## src/rtl/card_shoe_if.sv

```systemverilog
// Handshake bundle between the card shoe and the blackjack hand controllers.
// The hand logic drives the requests; the shoe drives the card and status.
interface card_shoe_if;
  logic       i_drawReq;
  logic       i_shuffle;
  logic       i_newRound;
  logic [5:0] o_card;
  logic       o_cardValid;
  logic       o_ready;
  logic       o_shuffling;
  logic [5:0] o_cardsRemaining;

  modport master (
    output i_drawReq, i_shuffle, i_newRound,
    input  o_card, o_cardValid, o_ready, o_shuffling, o_cardsRemaining
  );

  modport slave (
    input  i_drawReq, i_shuffle, i_newRound,
    output o_card, o_cardValid, o_ready, o_shuffling, o_cardsRemaining
  );
endinterface

```

## src/rtl/card_shoe.sv

```systemverilog
// 52-card shoe: fills the deck in order, Fisher-Yates shuffles it from a free-running LFSR,
// then deals one card per accepted draw and reshuffles on command, low deck or empty deck.
module card_shoe #(
  parameter logic [15:0] LFSR_SEED           = 16'hACE1,
  parameter int          RESHUFFLE_THRESHOLD = 15
) (
  input  logic       i_clk,
  input  logic       i_reset,
  card_shoe_if.slave bus
);

  localparam logic [15:0] SEED   = (LFSR_SEED == 16'h0000) ? 16'h0001 : LFSR_SEED;
  localparam logic [5:0]  THRESH = 6'(RESHUFFLE_THRESHOLD);

  typedef enum logic [1:0] {INIT, SHUFFLE, IDLE} state_t;

  state_t      r_state;
  state_t      w_nextState;
  logic [15:0] r_lfsr;
  logic [5:0]  r_deck [0:51];
  logic [5:0]  r_k;
  logic [5:0]  r_i;
  logic [5:0]  r_top;
  logic [5:0]  r_remaining;
  logic [5:0]  r_card;
  logic        r_cardValid;
  logic        r_ready;
  logic        r_shuffling;

  logic [15:0] w_lfsrNext;
  logic [5:0]  w_r;
  logic        w_accept;
  logic        w_shuffleDone;
  logic        w_initDone;
  logic        w_draw;
  logic [5:0]  w_postDraw;
  logic        w_reshuffle;
  logic [1:0]  w_initSuit;
  logic [5:0]  w_initOffset;

  // Right-shifting Galois form of x^16+x^14+x^13+x^11+1; a nonzero state never reaches zero.
  assign w_lfsrNext    = (r_lfsr >> 1) ^ (r_lfsr[0] ? 16'hB400 : 16'h0000);
  assign w_r           = r_lfsr[5:0];
  assign w_accept      = (r_state == SHUFFLE) && (w_r <= r_i);
  assign w_shuffleDone = w_accept && (r_i == 6'd1);
  assign w_initDone    = (r_state == INIT) && (r_k == 6'd51);
  assign w_draw        = (r_state == IDLE) && bus.i_drawReq;
  assign w_postDraw    = w_draw ? r_remaining - 6'd1 : r_remaining;
  assign w_reshuffle   = (r_state == IDLE) &&
                         (bus.i_shuffle ||
                          (bus.i_newRound && (w_postDraw < THRESH)) ||
                          (w_draw && (r_remaining == 6'd1)));

  always_comb begin
    w_initSuit   = 2'd0;
    w_initOffset = r_k;
    if (r_k >= 6'd39) begin
      w_initSuit   = 2'd3;
      w_initOffset = r_k - 6'd39;
    end else if (r_k >= 6'd26) begin
      w_initSuit   = 2'd2;
      w_initOffset = r_k - 6'd26;
    end else if (r_k >= 6'd13) begin
      w_initSuit   = 2'd1;
      w_initOffset = r_k - 6'd13;
    end
  end

  always_ff @(posedge i_clk or negedge i_reset) begin
    if (!i_reset) r_state <= INIT;
    else          r_state <= w_nextState;
  end

  always_comb begin
    w_nextState = r_state;
    case (r_state)
      INIT:    if (w_initDone)    w_nextState = SHUFFLE;
      SHUFFLE: if (w_shuffleDone) w_nextState = IDLE;
      IDLE:    if (w_reshuffle)   w_nextState = INIT;
      default: w_nextState = INIT;
    endcase
  end

  // Deck storage needs no reset: INIT rewrites every slot before any card is dealt.
  always_ff @(posedge i_clk) begin
    if (r_state == INIT) begin
      r_deck[r_k] <= {w_initSuit, w_initOffset[3:0] + 4'd1};
    end else if (w_accept) begin
      r_deck[r_i] <= r_deck[w_r];
      r_deck[w_r] <= r_deck[r_i];
    end
  end

  always_ff @(posedge i_clk or negedge i_reset) begin
    if (!i_reset) begin
      r_lfsr      <= SEED;
      r_k         <= 6'd0;
      r_i         <= 6'd51;
      r_top       <= 6'd0;
      r_remaining <= 6'd0;
      r_card      <= 6'd0;
      r_cardValid <= 1'b0;
      r_ready     <= 1'b0;
      r_shuffling <= 1'b1;
    end else begin
      r_lfsr      <= w_lfsrNext;
      r_cardValid <= 1'b0;
      case (r_state)
        INIT: begin
          r_k <= r_k + 6'd1;
          if (w_initDone) begin
            r_k   <= 6'd0;
            r_i   <= 6'd51;
            r_top <= 6'd0;
          end
        end
        SHUFFLE: begin
          if (w_shuffleDone) begin
            r_ready     <= 1'b1;
            r_shuffling <= 1'b0;
            r_remaining <= 6'd52;
          end else if (w_accept) begin
            r_i <= r_i - 6'd1;
          end
        end
        IDLE: begin
          if (w_draw) begin
            r_card      <= r_deck[r_top];
            r_cardValid <= 1'b1;
            r_top       <= r_top + 6'd1;
            r_remaining <= r_remaining - 6'd1;
          end
          // A draw on the same edge is still served; the reshuffle just follows it.
          if (w_reshuffle) begin
            r_ready     <= 1'b0;
            r_shuffling <= 1'b1;
            r_remaining <= 6'd0;
            r_k         <= 6'd0;
          end
        end
        default: ;
      endcase
    end
  end

  assign bus.o_card           = r_card;
  assign bus.o_cardValid      = r_cardValid;
  assign bus.o_ready          = r_ready;
  assign bus.o_shuffling      = r_shuffling;
  assign bus.o_cardsRemaining = r_remaining;

endmodule
```

## src/flat_wrapper.sv

```systemverilog
// flat-port wrapper written by rule: the top's interface ports become plain ports
module card_shoe_flat 
#(
  parameter logic [15:0] LFSR_SEED           = 16'hACE1,
  parameter int          RESHUFFLE_THRESHOLD = 15
)
  (i_clk, i_reset, bus_i_drawReq, bus_i_shuffle, bus_i_newRound, bus_o_card, bus_o_cardValid, bus_o_ready, bus_o_shuffling, bus_o_cardsRemaining);
  card_shoe_if bus_i ();
  input  logic i_clk;
  input  logic i_reset;
  input wire logic [$bits(bus_i.i_drawReq)-1:0] bus_i_drawReq;
  input wire logic [$bits(bus_i.i_shuffle)-1:0] bus_i_shuffle;
  input wire logic [$bits(bus_i.i_newRound)-1:0] bus_i_newRound;
  output wire logic [$bits(bus_i.o_card)-1:0] bus_o_card;
  output wire logic [$bits(bus_i.o_cardValid)-1:0] bus_o_cardValid;
  output wire logic [$bits(bus_i.o_ready)-1:0] bus_o_ready;
  output wire logic [$bits(bus_i.o_shuffling)-1:0] bus_o_shuffling;
  output wire logic [$bits(bus_i.o_cardsRemaining)-1:0] bus_o_cardsRemaining;
  assign bus_i.i_drawReq = bus_i_drawReq;
  assign bus_i.i_shuffle = bus_i_shuffle;
  assign bus_i.i_newRound = bus_i_newRound;
  assign bus_o_card = bus_i.o_card;
  assign bus_o_cardValid = bus_i.o_cardValid;
  assign bus_o_ready = bus_i.o_ready;
  assign bus_o_shuffling = bus_i.o_shuffling;
  assign bus_o_cardsRemaining = bus_i.o_cardsRemaining;
  card_shoe #(.LFSR_SEED(LFSR_SEED), .RESHUFFLE_THRESHOLD(RESHUFFLE_THRESHOLD)) u_core (.i_clk(i_clk), .i_reset(i_reset), .bus(bus_i));
endmodule
```

## config.mk

```make
export PLATFORM = sky130hd
export DESIGN_NAME = card_shoe_flat
export DESIGN_NICKNAME = d
export VERILOG_FILES = /design/src/rtl/card_shoe_if.sv /design/src/rtl/card_shoe.sv /design/src/flat_wrapper.sv
export SDC_FILE = /design/constraint.sdc
export NUM_CORES = 1
export LEC_CHECK = 0
export BUFFER_PORTS_ARGS = -buffer_cell sky130_fd_sc_hd__buf_2
export CORE_MARGIN = 2
export CORE_UTILIZATION = 35
export CTS_CLUSTER_SIZE = 16
export DETAILED_ROUTE_END_ITERATION = 8
export PLACE_DENSITY = 0.5
export SYNTH_ARGS = -nofsm -noshare
export SYNTH_HDL_FRONTEND = slang
export SYNTH_SLANG_ARGS = --single-unit
```

## constraint.sdc

```tcl
create_clock -name i_clk -period 5.6 [get_ports i_clk]
set_input_delay 1.4 -clock i_clk [delete_from_list [all_inputs] [get_ports i_clk]]
set_output_delay 1.4 -clock i_clk [all_outputs]
set_load 0.01 [all_outputs]
```

# After elaboration in Yosys (flattened, before gate mapping)
# Memory sizes are Yosys's and may differ from the RTL's. A register that Yosys moved wholly into a read port is not among the register bits.
# Index checks and enable logic that the tools add are counted.
# Widths: inputs -> output; s select.
# totals
wordCells	98
regBits	45
mem_count	1
ram_bits	312
input_bits	5
# op_classes
n_eq_ne	11
addsub	8
n_reduce_logical	22
mux	41
n_bitwise	1
order_cmp	5
# memory_table
name	words	width	rd	rd_ports_with_merged_regs	write_ports	line_no	text
u_core.r_deck	52	6	3	1	2	card_shoe.sv:20	logic [5:0] r_deck [0:51];
# ops
op	n
$mux 6	12
$pmux 6 s2	4
$mux 16	1
$xor 15x16->16	1
$mux 1	13
$add 6x1->6 const B	2
$eq 6x1->1 const B	2
$mux 4	3
$sub 6x1->6 const B	2
$mux 2	5
$ne 2x1->1 const B	5
$reduce_and 3->1	3
$sub 4x4->4 const B	2
$logic_and 1x1->1	7
$eq 6x6->1 const B	1
$ge 6x4->1 const B	1
$ge 6x5->1 const B	1
$ge 6x6->1 const B	1
$le 6x6->1	1
$lt 6x4->1 const B	1
$pmux 2 s3	1
$reduce_and 2->1	3
$reduce_bool 2->1	3
$reduce_or 6->1	1
other kinds (10)	12

# Logic depth before layout (Yosys ltp)
# Gate-level depths: netlist of the first run.
# logic_depth
word_depth	10
depth_mapped	17
ltp_nobuf	10

# Worst setup path after synthesis of the first run
# OpenSTA, ideal clock, no wires.
# synth_path
path_type	flip-flop to flip-flop
start	register u_core.r_i[1]
end	memory u_core.r_deck[23][0], enable pin
stages_incl_launch_ff	17
path_slack_ps	1686
setup_ps	377
t_arrival_ps	3537
n_path_buf	7
required_time_ps	5223
cell_sequence	dfstp_2 > buf_4 > buf_4 > buf_4 > buf_4 > inv_1 > ha_1 > nand2b_1 > a21oi_1 > o32a_1 > nand2b_1 > clkbuf_1 > buf_2 > buf_1 > nand2_1 > o22a_1 > o21ai_0
# synth_lines
item	line_no	text
start: declaration	card_shoe.sv:22	logic [5:0] r_i;
start signal: assignment	card_shoe.sv:123	r_i <= r_i - 6'd1;
end: declaration	card_shoe.sv:20	

==> tab_implementation.tex, run 1 <==
\begin{tabular}{lr}
\hline
Metric & Value \\
\hline
\multicolumn{2}{l}{\textbf{Routing}} \\
\quad Starting DRC count in detailed routing & 3,427 \\
\quad Via density & 6.83 \\
\quad Number of search-and-repair iterations in the first detailed-routing pass & 6 \\
\quad Total routed wirelength & 109,000 um \\
\quad Post-DRT Antenna Nets & 0 \\
\quad Count of vias placed by the detailed router & 21,000 \\
\quad DRC violation count after routing & 0 \\
\quad Wire per inst & 35.3 um \\
\multicolumn{2}{l}{\textbf{Synth}} \\
\quad Seq/Total Area, Yosys & 42.1\% \\
\quad Cell count after synthesis & 2,138 \\
\quad Synth Flop Type & edfxtp\_1 \\
\quad Post-synthesis sequential element count & 363 \\
\quad Number of warnings printed during yosys synthesis & 0 \\
\quad Synth cell types & 88 \\
\quad Async set-or-reset flop fraction in the synthesized netlist & 14.0\% \\
\quad Number of flops mapped to enable cells by yosys & 312 \\
\quad Synth Net Count & 2,162 \\
\quad Average footprint of a synthesized cell & 11.8 um\^{}2 \\
\quad Netlist area before placement & 25,300 um\^{}2 \\
\multicolumn{2}{l}{\textbf{Layout}} \\
\quad Number of standard cells in the layout, taps in and fillers out & 3,080 \\
\quad Synthesis-to-finish area growth & 9.81\% \\
\quad Fraction of the core area covered by cells at the end of the flow & 38.9\% \\
\quad Share of layout cells above drive strength 1 & 25.4\% \\
\quad Final net count & 2,123 \\
\multicolumn{2}{l}{\textbf{Pwr}} \\
\quad Static Leakage & 0.00986 uW \\
\quad Pwr Density & 705 nW/um\^{}2 \\
\quad Worst supply voltage drop on vdd & 711 uV \\
\quad Power after layout & 19,600 uW \\
\multicolumn{2}{l}{\textbf{Timing}} \\
\quad Max Freq & 226 MHz \\
\quad Hold\_ws & 0.353 ns \\
\quad Total negative slack for setup checks & 0 ns \\
\quad Setup violation total in the final timing report & 0 \\
\quad Number of slew-limit violations in the final report & 7 \\
\quad Worst-case headroom to the max-slew limit & -1.73\% \\
\quad Final clock skew & 0.0251 ns \\
\quad Worst Tran Pin Value & 1.51 ns \\
\quad Final clock period utilization by the worst path & 79.1\% \\
\quad Count of final hold-check violations & 0 \\
\quad Final critical-path required period & 4.43 ns \\
\quad RSZ-0062 raised after global routing & false \\
\multicolumn{2}{l}{\textbf{CTS}} \\
\quad Clock network latency to the later pin of the worst-skew pair & 0.60 ns \\
\quad Clk Tree Root Cell & clkbuf\_16 \\
\quad Post-CTS setup buffers & 0 \\
\quad TritonCTS clock tree & built \\
\quad Quantity of hold-fixing buffers added after cts & 0 \\
\quad Number of clock buffers inserted by TritonCTS & 42 \\
\quad H-tree lvl count & 2 \\
\quad Clock buffer depth & 3 \\
\quad Resized Gates After CTS & 0 \\
\quad Number of sinks driven by the clock tree & 363 \\
\quad Clock input transition at the sequential cells of the worst setup and hold paths & 0.06 ns \\
\multicolumn{2}{l}{\textbf{Global routing}} \\
\quad Overflow after GRT & 0 \\
\quad Global-route total usage across every layer & 28.9\% \\
\quad Via count of the first global-routing pass & 19,700 \\
\quad Maximum number of pins on one net before global-route repair & 83 \\
\quad Wire length of the first global-routing pass & 154,000 um \\
\quad Initial antenna violation count & 5 \\
\multicolumn{2}{l}{\textbf{Placement}} \\
\quad Final weighted congestion of routability-driven global placement & 1.01 \\
\quad Instance count after placement with tap cells included & 3,005 \\
\quad Count of input and output buffers & 19 \\
\quad Total half-perimeter wirelength after legalization and detailed placement & 76,100 um \\
\multicolumn{2}{l}{\textbf{Floorplan}} \\
\quad Horiz. Die Dim & 273 um \\
\quad Number of top-level design ports & 20 \\
\quad Placeable Area & 71,500 um\^{}2 \\
\quad Initial cell density of the core & 35.4\% \\
\quad Die Area & 74,500 um\^{}2 \\
\quad Num rows & 98 \\
\quad Y dimension of the die & 273 um \\
\multicolumn{2}{l}{\textbf{Worst setup path}} \\
\quad Endpoint type of the worst setup path & flip-flop \\
\quad Worst Setup Start Kind & flip-flop \\
\quad Arrival time of data at the critical path endpoint & 4.62 ns \\
\quad Worst reg2reg path endpoint & u\_core.r\_deck[20][5]\$\_DFFE\_PP\_ \\
\quad Worst r2r src & u\_core.r\_i[4]\$\_DFFE\_PN1P\_ \\
\quad Data required time at the worst endpoint & 5.79 ns \\
\quad Category of the critical setup timing path & flip-flop to flip-flop \\
\quad Setup slack on the worst flop-to-flop path & 1.17 ns \\
\quad Depth of the most critical reg-to-reg path & 9 \\
\quad Worst-path maximum fanout & 11 \\
\multicolumn{2}{l}{\textbf{Worst hold path}} \\
\quad Hold EP & u\_core.r\_lfsr[8]\$\_DFF\_PN0\_ \\
\quad Number of instances on the worst hold path & 0 \\
\quad Hold Startpoint & u\_core.r\_lfsr[9]\$\_DFF\_PN0\_ \\
\quad Worst min-delay path category & flip-flop to flip-flop \\
\multicolumn{2}{l}{\textbf{Outcome}} \\
\quad Result of the run & finished with violations \\
\quad Violated checks & capacitance limit, slew limit \\
\multicolumn{2}{l}{\textbf{Run}} \\
\quad \# Max-Cap Violations & 1 \\
\hline
\end{tabular}
==> through the flow <==
stage          area, um^2  setup WS, ns
2_1_floorplan       25300          1.69
3_5_place_dp        26400          1.37
6_report            27800          1.17
5_1_grt             27800          1.04
4_1_cts             27800          1.35
3_3_place_gp        26400          1.32
==> cells in the mapped netlist (8+ instances only) <==
master | n | share of area (%)
a211oi_1 | 8 | 0.24
a21oi_1 | 140 | 2.8
a221oi_1 | 37 | 1.3
a22oi_1 | 24 | 0.71
a31oi_1 | 16 | 0.40
and2_1 | 10 | 0.25
and3_1 | 8 | 0.20
buf_1 | 15 | 0.22
buf_2 | 78 | 1.5
buf_4 | 19 | 0.56
buf_6 | 33 | 1.5
clkbuf_1 | 75 | 1.1
dfrtp_1 | 38 | 3.8
dfstp_2 | 13 | 1.3
edfxtp_1 | 312 | 37
ha_1 | 19 | 0.94
inv_1 | 21 | 0.31
mux2_2 | 27 | 1.2
mux2i_1 | 154 | 6.1
mux4_2 | 213 | 19
nand2_1 | 181 | 2.7
nand2b_1 | 10 | 0.25
nand3_1 | 121 | 2.4
nand3_2 | 39 | 1.5
nand4_1 | 10 | 0.25
nor2_1 | 50 | 0.74
nor2b_1 | 8 | 0.20
nor3_1 | 67 | 1.3
o211ai_1 | 8 | 0.24
o21ai_0 | 138 | 2.7
o21ai_1 | 92 | 1.8
o22ai_1 | 16 | 0.40
or3_1 | 12 | 0.30
==> worst max path at each step <==
stage	startpoint	to	slack [ns]	cells past startpoint
floorplan	u_core.r_i[1]$_DFFE_PN1P_	u_core.r_deck[23][0]$_DFFE_PP_	1.69	16
global placement	u_core.r_i[4]$_DFFE_PN1P_	u_core.r_deck[5][4]$_DFFE_PP_	1.32	8
detailed placement	u_core.r_i[4]$_DFFE_PN1P_	u_core.r_deck[20][2]$_DFFE_PP_	1.37	9
CTS	u_core.r_i[4]$_DFFE_PN1P_	u_core.r_deck[2][3]$_DFFE_PP_	1.35	11
global route	u_core.r_i[5]$_DFFE_PN1P_	u_core.r_deck[2][3]$_DFFE_PP_	1.04	11
finish	u_core.r_i[4]$_DFFE_PN1P_	u_core.r_deck[20][5]$_DFFE_PP_	1.17	9
==> kinds of logic (layout without fill, tap and decap cells) <==
group	Yosys count	count (layout)	synth area share (%)
buf+inv	250	241	5.57
flops	363	363	42.1
xor+xnor	14	14	0.484
fa+ha+maj	19	19	0.939
other cells	0	1	0
compound gates	544	544	13.1
mux	397	397	26.4
simple gates	551	551	11.4
==> placed cells by master, fill, tap and decap left out, types with 12 or more instances in the layout <==
cell         n
a21oi_1    140
a221oi_1    37
a22oi_1     24
a31oi_1     16
buf_2       19
buf_4      113
clkbuf_16   44
dfrtp_1     33
edfxtp_1   312
ha_1        19
inv_1       21
mux2_2      27
mux2i_1    154
mux4_2     213
nand2_1    178
nand3_1    121
nand3_2     39
nor2_1      49
nor3_1      66
o21ai_0    138
o21ai_1     92
o22ai_1     16
or3_1       12
==> worst max-delay path: stages (launching register included) <==
cell and delay, ns:
dfstp_2 0.65, inv_1 0.22, ha_1 0.36, o21ai_0 0.21, nor2_1 0.08, o32a_1 0.36, nand2b_2 0.27, nor2_1 0.34
a22oi_1 0.30, o21ai_0 1.24
==> state kept, by name, indices dropped and copies added, names as in the netlist <==
| register | cells |
|---|---|
| u_core.r_state | 2 |
| u_core.bus.o_card | 6 |
| u_core.bus.o_cardsRemaining | 6 |
| u_core.r_i | 6 |
| u_core.r_k | 6 |
| u_core.bus.o_ready | 1 |
| u_core.bus.o_shuffling | 1 |
| u_core.r_deck | 312 |
| u_core.r_lfsr | 16 |
| u_core.r_top | 6 |
| u_core.bus.o_cardValid | 1 |
==> layout make-up <==
| type | count | area, um^2 |
|---|---|---|
| clock inverters | 23 | 210 |
| clock buffers | 51 | 1180 |
| fillers | 6767 | 43700 |
| repair buffers | 141 | 1120 |
| multi-input cells | 1525 | 13300 |
| inverters | 26 | 97.6 |
| diodes | 1 | 2.50 |
| flip-flops and latches | 363 | 10700 |
| well taps | 950 | 1190 |
==> routing by layer <==
metal  part of all wire (%)  wire (um)  track usage, %
met1                     38      41300            38.8
met2                     44      47700            43.1
met3                     12      13400            7.93
met4                    5.9       6400            14.3
met5                  0.021         23               0
==> power by group <==
group	total (uW)	internal, uW	switching [uW]	leakage [uW]
Combinational	11400	4030	7320	0.00573
Clock	2870	1630	1240	0.000685
Sequential	5360	4820	542	0.00345
Power figures use the tool's default switching activity.
==> inputs of run 2 (changes only) <==
- clock period: 5.6 -> 4.52 ns (I/O delays scaled with it)
==> run 2 against run 1 <==
The flow now finishes without violations. Largest cell class unchanged. Maximum frequency is 1.1% higher. Clock power is 24% higher. Critical path type unchanged. Critical endpoint is now u_core.r_deck[43][1]$_DFFE_PP_. Non-clock buffer count grew 39. Via count grew 1.7%. Core utilization increased by 0.63 points. Highest routed layer unchanged. Largest power group unchanged. Sequential power grew 22%.
==> tab_implementation.tex, run 2 (synthesis results as in run 1) <==
\begin{tabular}{lr}
\hline
Metric & Value \\
\hline
\multicolumn{2}{l}{\textbf{Outcome}} \\
\quad Result of the run & complete, no violations (was finished with violations) \\
\multicolumn{2}{l}{\textbf{Worst setup path}} \\
\quad Critical Path Most Common Cell & buf\_4 \\
\quad Worst Setup Start Kind & flip-flop (unchanged) \\
\quad Critical path buffers and inverters & 3 (was 1) \\
\quad Slowest-stage cell, CP & o21ai\_0 (unchanged) \\
\quad Category of the critical setup timing path & flip-flop to flip-flop (unchanged) \\
\quad Arrival time of data at the critical path endpoint & 4.58 ns (was 4.62 ns) \\
\quad Endpoint type of the worst setup path & flip-flop (unchanged) \\
\quad Crit-path leading delay family & compound AO/OA/AOI/OAI gates (unchanged) \\
\quad Maximum single-stage delay on the critical path & 1.07 ns (was 1.24 ns) \\
\quad Worst-path cell chain & clkinv\_1, ha\_1, nand4\_1, a21oi\_1, o32a\_1, nor2\_4, buf\_4, a32oi\_1, buf\_4, o21ai\_0 (was inv\_1, ha\_1, o21ai\_0, nor2\_1, o32a\_1, nand2b\_2, nor2\_1, a22oi\_1, o21ai\_0) \\
\quad Data required time at the worst endpoint & 4.71 ns (was 5.79 ns) \\
\quad Worst-path maximum fanout & 15 (was 11) \\
\multicolumn{2}{l}{\textbf{Timing}} \\
\quad Count of final hold-check violations & 0 (unchanged) \\
\quad Final clock skew & 0.0195 ns (was 0.0251 ns) \\
\quad Hold\_ws & 0.348 ns (was 0.353 ns) \\
\quad Number of slew-limit violations in the final report & 0 (was 7) \\
\quad Setup violation total in the final timing report & 0 (unchanged) \\
\quad Smallest setup slack after layout & 0.135 ns (was 1.17 ns) \\
\quad Final clock period utilization by the worst path & 97.0\% (was 79.1\%) \\
\quad Worst-case headroom to the max-slew limit & 6.06\% (was -1.73\%) \\
\quad Worst Tran Pin Value & 1.39 ns (was 1.51 ns) \\
\quad Max Freq & 228 MHz (was 226 MHz) \\
\quad RSZ-0062 raised after global routing & false (unchanged) \\
\quad Total negative slack for setup checks & 0 ns (unchanged) \\
\quad Final critical-path required period & 4.39 ns (was 4.43 ns) \\
\multicolumn{2}{l}{\textbf{CTS}} \\
\quad Clock buffer depth & 3 (unchanged) \\
\quad Number of sinks driven by the clock tree & 363 (unchanged) \\
\quad Resized Gates After CTS & 0 (unchanged) \\
\quad Clk Tree Root Cell & clkbuf\_16 (unchanged) \\
\quad Number of clock buffers inserted by TritonCTS & 44 (was 42) \\
\quad TritonCTS clock tree & built (unchanged) \\
\quad Clock input transition at the sequential cells of the worst setup and hold paths & 0.07 ns (was 0.06 ns) \\
\quad H-tree lvl count & 2 (unchanged) \\
\quad Post-CTS setup buffers & 0 (unchanged) \\
\quad Clock network latency to the later pin of the worst-skew pair & 0.59 ns (was 0.60 ns) \\
\quad Quantity of hold-fixing buffers added after cts & 0 (unchanged) \\
\multicolumn{2}{l}{\textbf{Routing}} \\
\quad Wire per inst & 35.8 um (was 35.3 um) \\
\quad Post-DRT Antenna Nets & 0 (unchanged) \\
\quad Count of vias placed by the detailed router & 21,400 (was 21,000) \\
\quad Total routed wirelength & 112,000 um (was 109,000 um) \\
\quad Via density & 6.85 (was 6.83) \\
\quad Starting DRC count in detailed routing & 3,398 (was 3,427) \\
\quad DRC violation count after routing & 0 (unchanged) \\
\quad Number of search-and-repair iterations in the first detailed-routing pass & 8 (was 6) \\
\multicolumn{2}{l}{\textbf{Placement}} \\
\quad Count of input and output buffers & 19 (unchanged) \\
\quad Pre-CTS WS & 0.330 ns (was 1.37 ns) \\
\quad Instance count after placement with tap cells included & 3,044 (was 3,005) \\
\quad Total half-perimeter wirelength after legalization and detailed placement & 79,600 um (was 76,100 um) \\
\quad Cell area after placement & 26,800 um\^{}2 (was 26,400 um\^{}2) \\
\quad Final weighted congestion of routability-driven global placement & 1.04 (was 1.01) \\
\multicolumn{2}{l}{\textbf{Global routing}} \\
\quad Initial antenna violation count & 8 (was 5) \\
\quad Global-route total usage across every layer & 29.7\% (was 28.9\%) \\
\quad Maximum number of pins on one net before global-route repair & 83 (unchanged) \\
\quad Via count of the first global-routing pass & 20,100 (was 19,700) \\
\quad Wire length of the first global-routing pass & 158,000 um (was 154,000 um) \\
\quad Overflow after GRT & 0 (unchanged) \\
\multicolumn{2}{l}{\textbf{Layout}} \\
\quad Share of layout cells above drive strength 1 & 26.7\% (was 25.4\%) \\
\quad Number of flip-flops under the largest register name & 312 (unchanged) \\
\quad Cell area after layout & 28,200 um\^{}2 (was 27,800 um\^{}2) \\
\quad Most common cell after layout, fill and taps aside & edfxtp\_1 (unchanged) \\
\quad Synthesis-to-finish area growth & 11.6\% (was 9.81\%) \\
\quad Largest regs & u\_core.r\_deck x312, u\_core.r\_lfsr x16 (unchanged) \\
\quad Number of standard cells in the layout, taps in and fillers out & 3,123 (was 3,080) \\
\quad Final net count & 2,164 (was 2,123) \\
\quad Top library cells by usage in the layout, fill and taps aside & edfxtp\_1 (312), mux4\_2 (213), nand2\_1 (178) (unchanged) \\
\quad Register with the highest flop count & u\_core.r\_deck (unchanged) \\
\multicolumn{2}{l}{\textbf{Pwr}} \\
\quad Pwr Density & 896 nW/um\^{}2 (was 705 nW/um\^{}2) \\
\quad Worst supply voltage drop on vdd & 1170 uV (was 711 uV) \\
\quad Static Leakage & 0.0101 uW (was 0.00986 uW) \\
\multicolumn{2}{l}{\textbf{Floorplan}} \\
\quad Horiz. Die Dim & 273 um (unchanged) \\
\quad Y dimension of the die & 273 um (unchanged) \\
\quad Placeable Area & 71,500 um\^{}2 (unchanged) \\
\quad Num rows & 98 (unchanged) \\
\quad Number of top-level design ports & 20 (unchanged) \\
\quad Die Area & 74,500 um\^{}2 (unchanged) \\
\quad Initial cell density of the core & 35.4\% (unchanged) \\
\multicolumn{2}{l}{\textbf{Run}} \\
\quad \# Max-Cap Violations & 0 (was 1) \\
\multicolumn{2}{l}{\textbf{Worst hold path}} \\
\quad Worst min-delay path category & flip-flop to flip-flop (unchanged) \\
\hline
\end{tabular}
run 2: cell types whose count changed in the layout (fill, tap and decap cells not counted), sizes merged:
cell / delta
buf: +39
inv: -1
bufinv: +1
diode: +1
clkbuf: +1
clkinvlp: +2
run 2: metrics by stage:
stage / utilization (%) / power, uW
after floorplan: - / 15900
after global placement: 37.6 / 21200
after detailed placement: 37.6 / 21600
after CTS: 39.5 / 25100
after global routing: 39.5 / 26400
final: 39.5 / 25300
run 2: worst paths after layout:
path	slack (ns)	cells after the start	end	start
max reg2reg	0.13	10	u_core.r_deck[43][1]$_DFFE_PP_	u_core.r_i[5]$_DFFE_PN1P_
min reg2reg	0.35	0	u_core.r_lfsr[8]$_DFF_PN0_	u_core.r_lfsr[9]$_DFF_PN0_
max in group asynchronous	3.15	2	u_core.r_lfsr[0]$_DFF_PN1_	i_reset
min in group asynchronous	0.52	1	u_core.r_k[1]$_DFFE_PN0P_	i_reset
min	0.35	0	u_core.r_lfsr[8]$_DFF_PN0_	u_core.r_lfsr[9]$_DFF_PN0_
max	0.13	10	u_core.r_deck[43][1]$_DFFE_PP_	u_core.r_i[5]$_DFFE_PN1P_
run 2: final cells by class:
cell class	count	area, um^2
Clock inverter	25	223
Multi-Input combinational cell	1525	13300
Inverter	26	97.6
Timing Repair Buffer	180	1570
Fill cell	6780	43200
Antenna cell	2	5.00
Tap cell	950	1190
Sequential cell	363	10700
Clock buffer	52	1170
run 2: per-layer routing:
layer	global-route usage, %	wire, um
met1	40.2	43500
met4	13.8	6010
met2	43.6	48500
met5	0	93
met3	8.77	13800
run 2: report_power, final:
group / switching (uW) / internal [uW]
Sequential: 593 / 5970
Combinational: 9780 / 5380
Clock: 1500 / 2070
Total: 11900 / 13400
